===== config.mk =====
export PLATFORM = sky130hd
export DESIGN_NAME = fb_write_arbiter
export DESIGN_NICKNAME = d
export VERILOG_FILES = /design/src/rtl/fb_pkg.sv /design/src/rtl/rr_arb2.sv /design/src/rtl/fb_write_arbiter.sv
export SDC_FILE = /design/constraint.sdc
export NUM_CORES = 1
export LEC_CHECK = 0
export CAP_MARGIN = 20
export CORE_ASPECT_RATIO = 2
export CORE_MARGIN = 2
export CORE_UTILIZATION = 30
export CTS_BUF_LIST = sky130_fd_sc_hd__clkbuf_4 sky130_fd_sc_hd__clkbuf_8 sky130_fd_sc_hd__clkbuf_16
export DETAILED_ROUTE_END_ITERATION = 10
export SKIP_CTS_REPAIR_TIMING = 1
export SLEW_MARGIN = 40
export SYNTH_ARGS = -nofsm -noshare
export SYNTH_HDL_FRONTEND = slang
export SYNTH_SLANG_ARGS = --single-unit

===== constraint.sdc =====
create_clock -name i_clk -period 5 [get_ports i_clk]
set_input_delay 1.5 -clock i_clk [delete_from_list [all_inputs] [get_ports i_clk]]
set_output_delay 1.5 -clock i_clk [all_outputs]
set_load 0.03 [all_outputs]

===== src/rtl/fb_pkg.sv =====
// Shared encodings for the framebuffer write arbiter.
package fb_pkg;

    typedef enum logic {
        ST_IDLE  = 1'b0,
        ST_CLEAR = 1'b1
    } state_e;

    // Grant IDs held in the round-robin lastGrant register
    localparam logic GNT_A = 1'b0;
    localparam logic GNT_B = 1'b1;

endpackage


===== src/rtl/rr_arb2.sv =====
// Two-input round-robin arbiter: one-hot grant, favours the requester not granted last.
module rr_arb2
    import fb_pkg::*;
(
    input  logic       clk,
    input  logic       rst_n,
    input  logic [1:0] req,
    input  logic       en,
    output logic [1:0] grant
);

    logic last_q;
    logic last_d;

    // Grant selection and lastGrant update
    always_comb begin
        grant  = 2'b00;
        last_d = last_q;
        if (en) begin
            if (req == 2'b11) begin
                grant = (last_q == GNT_B) ? 2'b01 : 2'b10;
            end else begin
                grant = req;
            end
        end
        if (grant[0]) begin
            last_d = GNT_A;
        end else if (grant[1]) begin
            last_d = GNT_B;
        end
    end

    // lastGrant register; B after reset so A wins the first tie
    always_ff @(posedge clk or negedge rst_n) begin
        if (!rst_n) begin
            last_q <= GNT_B;
        end else begin
            last_q <= last_d;
        end
    end

endmodule


===== src/rtl/fb_write_arbiter.sv =====
// Framebuffer SRAM write-port arbiter: round-robin A/B plus full-memory clear sequencer.
module fb_write_arbiter
    import fb_pkg::*;
#(
    parameter int unsigned ADDR_WIDTH = 8,
    parameter int unsigned DATA_WIDTH = 8,
    parameter int unsigned DEPTH      = 256
) (
    input  logic                  i_clk,
    input  logic                  i_rstN,
    input  logic                  i_reqA,
    input  logic [ADDR_WIDTH-1:0] i_addrA,
    input  logic [DATA_WIDTH-1:0] i_dataA,
    output logic                  o_ackA,
    input  logic                  i_reqB,
    input  logic [ADDR_WIDTH-1:0] i_addrB,
    input  logic [DATA_WIDTH-1:0] i_dataB,
    output logic                  o_ackB,
    input  logic                  i_clearReq,
    input  logic [DATA_WIDTH-1:0] i_clearValue,
    output logic                  o_busy,
    output logic                  o_clearDone,
    output logic [ADDR_WIDTH-1:0] o_writeAddr,
    output logic                  o_writeEnable,
    output logic [DATA_WIDTH-1:0] o_dataOut
);

    // One extra counter bit so DEPTH == 2**ADDR_WIDTH terminates without wrapping
    localparam int unsigned   CNT_W    = ADDR_WIDTH + 1;
    localparam logic [CNT_W-1:0] LAST_CNT = CNT_W'(DEPTH - 1);

    state_e                state_q,   state_d;
    logic                  pending_q, pending_d;
    logic [CNT_W-1:0]      cnt_q,     cnt_d;
    logic [DATA_WIDTH-1:0] fill_q,    fill_d;
    logic                  we_q,      we_d;
    logic [ADDR_WIDTH-1:0] waddr_q,   waddr_d;
    logic [DATA_WIDTH-1:0] data_q,    data_d;
    logic                  done_q,    done_d;
    logic                  busy_q,    busy_d;

    logic                  arb_en;
    logic [1:0]            grant;

    // Requesters only see a grant in IDLE with no clear pending, and never in reset
    assign arb_en = i_rstN && (state_q == ST_IDLE) && !pending_q;

    rr_arb2 u_arb (
        .clk   (i_clk),
        .rst_n (i_rstN),
        .req   ({i_reqB, i_reqA}),
        .en    (arb_en),
        .grant (grant)
    );

    assign o_ackA        = grant[0];
    assign o_ackB        = grant[1];
    assign o_writeEnable = we_q;
    assign o_writeAddr   = waddr_q;
    assign o_dataOut     = data_q;
    assign o_clearDone   = done_q;
    assign o_busy        = busy_q;

    // Next-state and registered SRAM write-port outputs
    always_comb begin
        state_d   = state_q;
        pending_d = pending_q;
        cnt_d     = cnt_q;
        fill_d    = fill_q;
        we_d      = 1'b0;
        waddr_d   = waddr_q;
        data_d    = data_q;
        done_d    = 1'b0;

        if (state_q == ST_IDLE) begin
            if (pending_q) begin
                state_d   = ST_CLEAR;
                fill_d    = i_clearValue;
                cnt_d     = '0;
                pending_d = 1'b0;
            end else begin
                if (i_clearReq) begin
                    pending_d = 1'b1;
                end
                if (grant[0]) begin
                    we_d    = 1'b1;
                    waddr_d = i_addrA;
                    data_d  = i_dataA;
                end else if (grant[1]) begin
                    we_d    = 1'b1;
                    waddr_d = i_addrB;
                    data_d  = i_dataB;
                end
            end
        end else begin
            we_d    = 1'b1;
            waddr_d = cnt_q[ADDR_WIDTH-1:0];
            data_d  = fill_q;
            cnt_d   = cnt_q + CNT_W'(1);
            if (cnt_q == LAST_CNT) begin
                state_d = ST_IDLE;
                done_d  = 1'b1;
            end
        end

        busy_d = pending_d | (state_d == ST_CLEAR);
    end

    // State and output registers
    always_ff @(posedge i_clk or negedge i_rstN) begin
        if (!i_rstN) begin
            state_q   <= ST_IDLE;
            pending_q <= 1'b0;
            cnt_q     <= '0;
            fill_q    <= '0;
            we_q      <= 1'b0;
            waddr_q   <= '0;
            data_q    <= '0;
            done_q    <= 1'b0;
            busy_q    <= 1'b0;
        end else begin
            state_q   <= state_d;
            pending_q <= pending_d;
            cnt_q     <= cnt_d;
            fill_q    <= fill_d;
            we_q      <= we_d;
            waddr_q   <= waddr_d;
            data_q    <= data_d;
            done_q    <= done_d;
            busy_q    <= busy_d;
        end
    end

endmodule


After elaboration in Yosys (flattened, before gate mapping)

Cells that the tools add are included.

Add/subtract/negate cells: 1
Equality and inequality tests: 3
Mux-type cells: 27
Bitwise logic cells: 2
Reduce and logical (&&, ||, !) cells: 8

Operators with widths:

| cell                                                                  | number |
|---|---|
| 8-bit two-way mux                                                     | 8 |
| 9-bit two-way mux                                                     | 2 |
| 1-bit two-way mux                                                     | 14 |
| 9-bit by 1-bit adder with 9-bit output, second input constant         | 1 |
| 9-bit by 8-bit equality test with 1-bit output, second input constant | 1 |
| 2-bit two-way mux                                                     | 3 |
| 2-bit AND reduction                                                   | 2 |
| 2-bit nonzero test                                                    | 2 |
| 3-bit nonzero test                                                    | 1 |
| 2-bit equality test, second input constant                            | 1 |
| 1-bit logical AND                                                     | 2 |
| 2-bit != test, second input constant                                  | 1 |
| 1-bit logical NOT                                                     | 1 |
| 1-bit NOT                                                             | 1 |
| 1-bit OR                                                              | 1 |

Bits in registers: 39
Input port bits: 45
Output and inout port bits: 21
Word-level logic and storage cells: 51

Depth between registers and ports, before layout

Depth after elaboration: 8
Depth in mapped cells: 7
Gate-level depth less buffers: 7

Hierarchy

Synthesis repeated with hierarchy kept, for this count alone.

Cell total of the unflattened synthesis: 179
Area, all modules: 1,933.1 um^2

By module, submodules not included:

| module           | times used | cells each | area each (um^2) | seq. area each (um^2) |
|---|---|---|---|---|
| fb_write_arbiter | 1          | 171        | 1,870.5          | 950.9 |
| rr_arb2          | 1          | 8          | 62.6             | 26.3 |

Worst setup path before layout

Ideal clock, no wire load.

Kind: input to output
From: input i_rstN
To: output o_ackB
Data arrival time: 2.327 ns
Required time: 3.500 ns
Path slack: 1.173 ns
Stages: 3
Path buffers: 0
Cells stage by stage: nor3b_4 > nand2_1 > a21oi_1

Cells in the longest elaborated chain, start to end: 3

Ends and longest elaborated chain:

| what                            | line                   | text |
|---|---|---|
| from (decl)                     | fb_write_arbiter.sv:10 | `input logic i_rstN,` |
| 1-bit logical AND (2 in series) | fb_write_arbiter.sv:46 | `assign arb_en = i_rstN && (state_q == ST_IDLE) && !pending_q;` |
| 2-bit two-way mux               | rr_arb2.sv:19          | `if (en) begin` |
| to (decl)                       | fb_write_arbiter.sv:18 | `output logic o_ackB,` |

Every way passes these cells.

Final worst setup path

From: input i_reqB
To: output o_ackA

Cells in the longest elaborated chain, start to end: 3

Ends and longest elaborated chain:

| what                | line                   | text |
|---|---|---|
| from (decl)         | fb_write_arbiter.sv:15 | `input logic i_reqB,` |
| 2-bit equality test | rr_arb2.sv:20          | `if (req == 2'b11) begin` |
| 2-bit two-way mux   | rr_arb2.sv:20          |  |
| 2-bit two-way mux   | rr_arb2.sv:19          |  |
| to (decl)           | fb_write_arbiter.sv:14 | `output logic o_ackA,` |

Every way passes these cells.

==> results.tsv <==
stage	metric	value	unit
outcome	status	finished, violations left	
outcome	failing checks	DRC	
finish	area occupied by multi-input gates	744	sq um
pwr	Leak	0.00113	uW
setup_path	Top delay family on crit path	buffers and inverters	
sta	Fin. Hold Viols	0	
global_route	number of global-route vias before repair	1633	
finish	Filler Cells Inserted	615	
yosys	Synth Warn #	0	
finish	most frequent cells in the layout	nand2_1, clkdlybuf4s50_1, dfrtp_1	
detailed_routing	drt drc	3	
sta	RSZ-0062 raised after global routing	no	
floorplan	Initial Utilization	30.5	%
pwr	Comb power frac	9.8	%
yosys	top_reg_cell synth	dfrtp_1	
pwr	Peak VDD IR	0.000147	V
placement	HPWL Detailed	3.41	mm
setup_path	ordered list of cells on the worst path	clkdlybuf4s50_1 > nand2b_1 > nand3_4 > clkinv_2 > buf_4	
detailed_routing	wire length on met2	2.44	mm
clock_network	Reg clk slew, reported paths	0.06	ns
finish	Register Area	977	sq um
detailed_routing	Vias per Instance	5.07	
clock_network	Clock Path Buffers	2	
detailed_routing	DRT Wirelength	4.71	mm
floorplan	Die ar.	6680	sq um
yosys	Cells after Synth	197	
floorplan	core area	5910	sq um
yosys	Post-Syn Nets	244	
placement	I/O Buffers	65	
setup_path	critical path's slowest cell	clkdlybuf4s50_1	
pwr	Internal Pwr Total	547	uW
sta	fin worst setup slack	0.603	ns
finish	layout cells sized above 1	7.25	%
clock_network	clock root cell	clkbuf_16	
setup_path	max incr delay on CP	0.52	ns
sta	Slew Limit Fails	0	
clock_network	CTS tree	built	
min_path	type of the tightest min-delay check	reg2reg	
pwr	pwr/cell area	267	nW/um^2
clock_network	Clock Latency Late Sink	0.28	ns
sta	Fin Setup TNS	0	ns
yosys	mean area per synthesized cell	9.15	sq um
floorplan	die width	58.8	microns
setup_path	CP arrival	2.90	ns
detailed_routing	final antenna-violating net count	0	
setup_path	CP Class	in2out	
sta	fmax	0.227	GHz
yosys	Post-Syn Area	1800	sq um
sta	Final min period	4.40	ns
finish	# diodes	0	
run	number of max-cap violations	0	
pwr	Switching Power	153	uW
finish	Syn-to-layout area delta	45.7	%
yosys	Post-synth EDFFs	0	
detailed_routing	DR WL/cell	14.5	microns
yosys	Synth cell types	32	
finish	commonest non-fill, non-tap cell in the layout	nand2_1	
sta	Slew @ Worst Pin	0.755	ns
floorplan	chip height	114	microns
pwr	part of the power in the clock network	43.4	%
setup_path	Worst EP required	3.50	ns
yosys	synthesized flop and latch total	39	
setup_path	Worst Path Buf+Inv	3	
global_route	Remaining Overflow, GRT	0	
clock_network	total CTS buffers	5	
detailed_routing	initial drt markers	34	
global_route	global-route usage over all layers	15.0	%
yosys	Synth async-reset ratio	100	%
detailed_routing	1st-pass router iterations	7	
placement	Place WS	0.597	ns
detailed_routing	routed wire length on met3	323	microns
detailed_routing	DR vias	1649	
setup_path	Worst setup EP type	output port	
sta	# setup viols final	0	
pwr	Net Sw Frac	21.9	%
pwr	part of the power in registers	46.8	%
clock_network	H-tree levels	2	
sta	final worst path period share	87.9	%
placement	Final Wtd Congestion	0.747	
global_route	largest net degree at the start of global routing	41	
clock_network	Clock Sink Count	39	
yosys	Seq/Total Area, Yosys	54.2	%
finish	final layout net count	308	
sta	Clock Skew	0.00392	ns
setup_path	Critical Path Fanout Max	17	
floorplan	FP Rows	40	
floorplan	I/O pin count	66	
detailed_routing	Top Layer Used	met4	
setup_path	CP Launch Type	input pin	
global_route	first-pass GRT wire length	7.67	mm
global_route	initial antenna violation count	0	
sta	relative slew slack	49.7	%
detailed_routing	metal1 wirelength	1.88	mm
[power groups by stage]
stage / clock network [uW] / registers [uW] / logic (uW)
2_1_floorplan: 0 / 339 / 11.3
3_3_place_gp: 0 / 333 / 68.8
3_5_place_dp: 0 / 333 / 69.3
4_1_cts: 312 / 327 / 69.7
5_1_grt: 323 / 328 / 74.3
6_report: 304 / 328 / 68.3
[worst paths after layout]
kind,depth (start not counted),to,slack [ns],start
max in group asynchronous,2,u_arb.last_q,3.35,i_rstN
min reg2reg,2,fill_q[1],0.48,fill_q[1]
min in group asynchronous,2,fill_q[1],1.29,i_rstN
min,2,fill_q[1],0.48,fill_q[1]
max,5,o_ackA,0.60,i_reqB
max reg2reg,5,o_dataOut[0],3.14,state_q
[final cells by class]
cell class	instances	share of cell area, %
Sequential cell	39	37.2
Clock inverter	3	0.572
Inverter	6	0.906
Multi-Input combinational cell	143	28.4
Timing Repair Buffer	66	25.2
Tap cell	63	3.00
Clock buffer	5	4.77
[tightest hold or removal path, cell delays in order, from the launching register on]
cell	delay, ns
dfrtp_1	0.34
nand2_1	0.05
nand2_1	0.05
[metrics by stage]
stage	util [%]	instances	total power, uW	cell area, sq um	hold WS (ns)
after floorplan	-	197	350	1800	0.447
after global placement	42.1	317	402	2480	0.459
after detailed placement	42.1	317	402	2480	0.467
after CTS	44.4	325	709	2630	0.482
after global routing	44.4	325	726	2630	0.500
final	44.4	325	700	2630	0.479
[cell usage after synthesis (2+ instances only)]
cell type	count	area, sq um
a21oi_1	3	15.0
a31oi_1	15	93.8
buf_2	3	15.0
clkbuf_1	3	11.3
dfrtp_1	38	951
ha_1	2	25.0
inv_1	4	15.0
mux2i_1	2	20.0
nand2_1	70	263
nand2b_1	4	25.0
nand3_1	5	25.0
nand4_1	3	18.8
nor2_1	7	26.3
o2111ai_1	2	17.5
o21ai_0	4	20.0
o22ai_1	15	93.8
o31ai_1	2	15.0
[cells by family after synthesis]
family | synth area share (%)
compound gates | 15.5
fa+ha+maj | 1.39
flops | 54.2
buf+inv | 4.44
simple gates | 23.3
mux | 1.11
[layer usage]
| metal | track usage (%) | vias to the layer above |
|---|---|---|
| li1 | - | 812 |
| met1 | 18.2 | 776 |
| met2 | 25.3 | 56 |
| met3 | 3.51 | 5 |
| met4 | 5.45 | 0 |
| met5 | 0 | - |
[sequential cells by signal, indices dropped and copies added (netlist names)]
signal	cells
cnt_q	9
fill_q	8
o_dataOut	8
o_writeAddr	8
o_busy	1
o_clearDone	1
o_writeEnable	1
pending_q	1
state_q	1
u_arb.last_q	1
No activity file was read; power rests on OpenSTA's default activity.
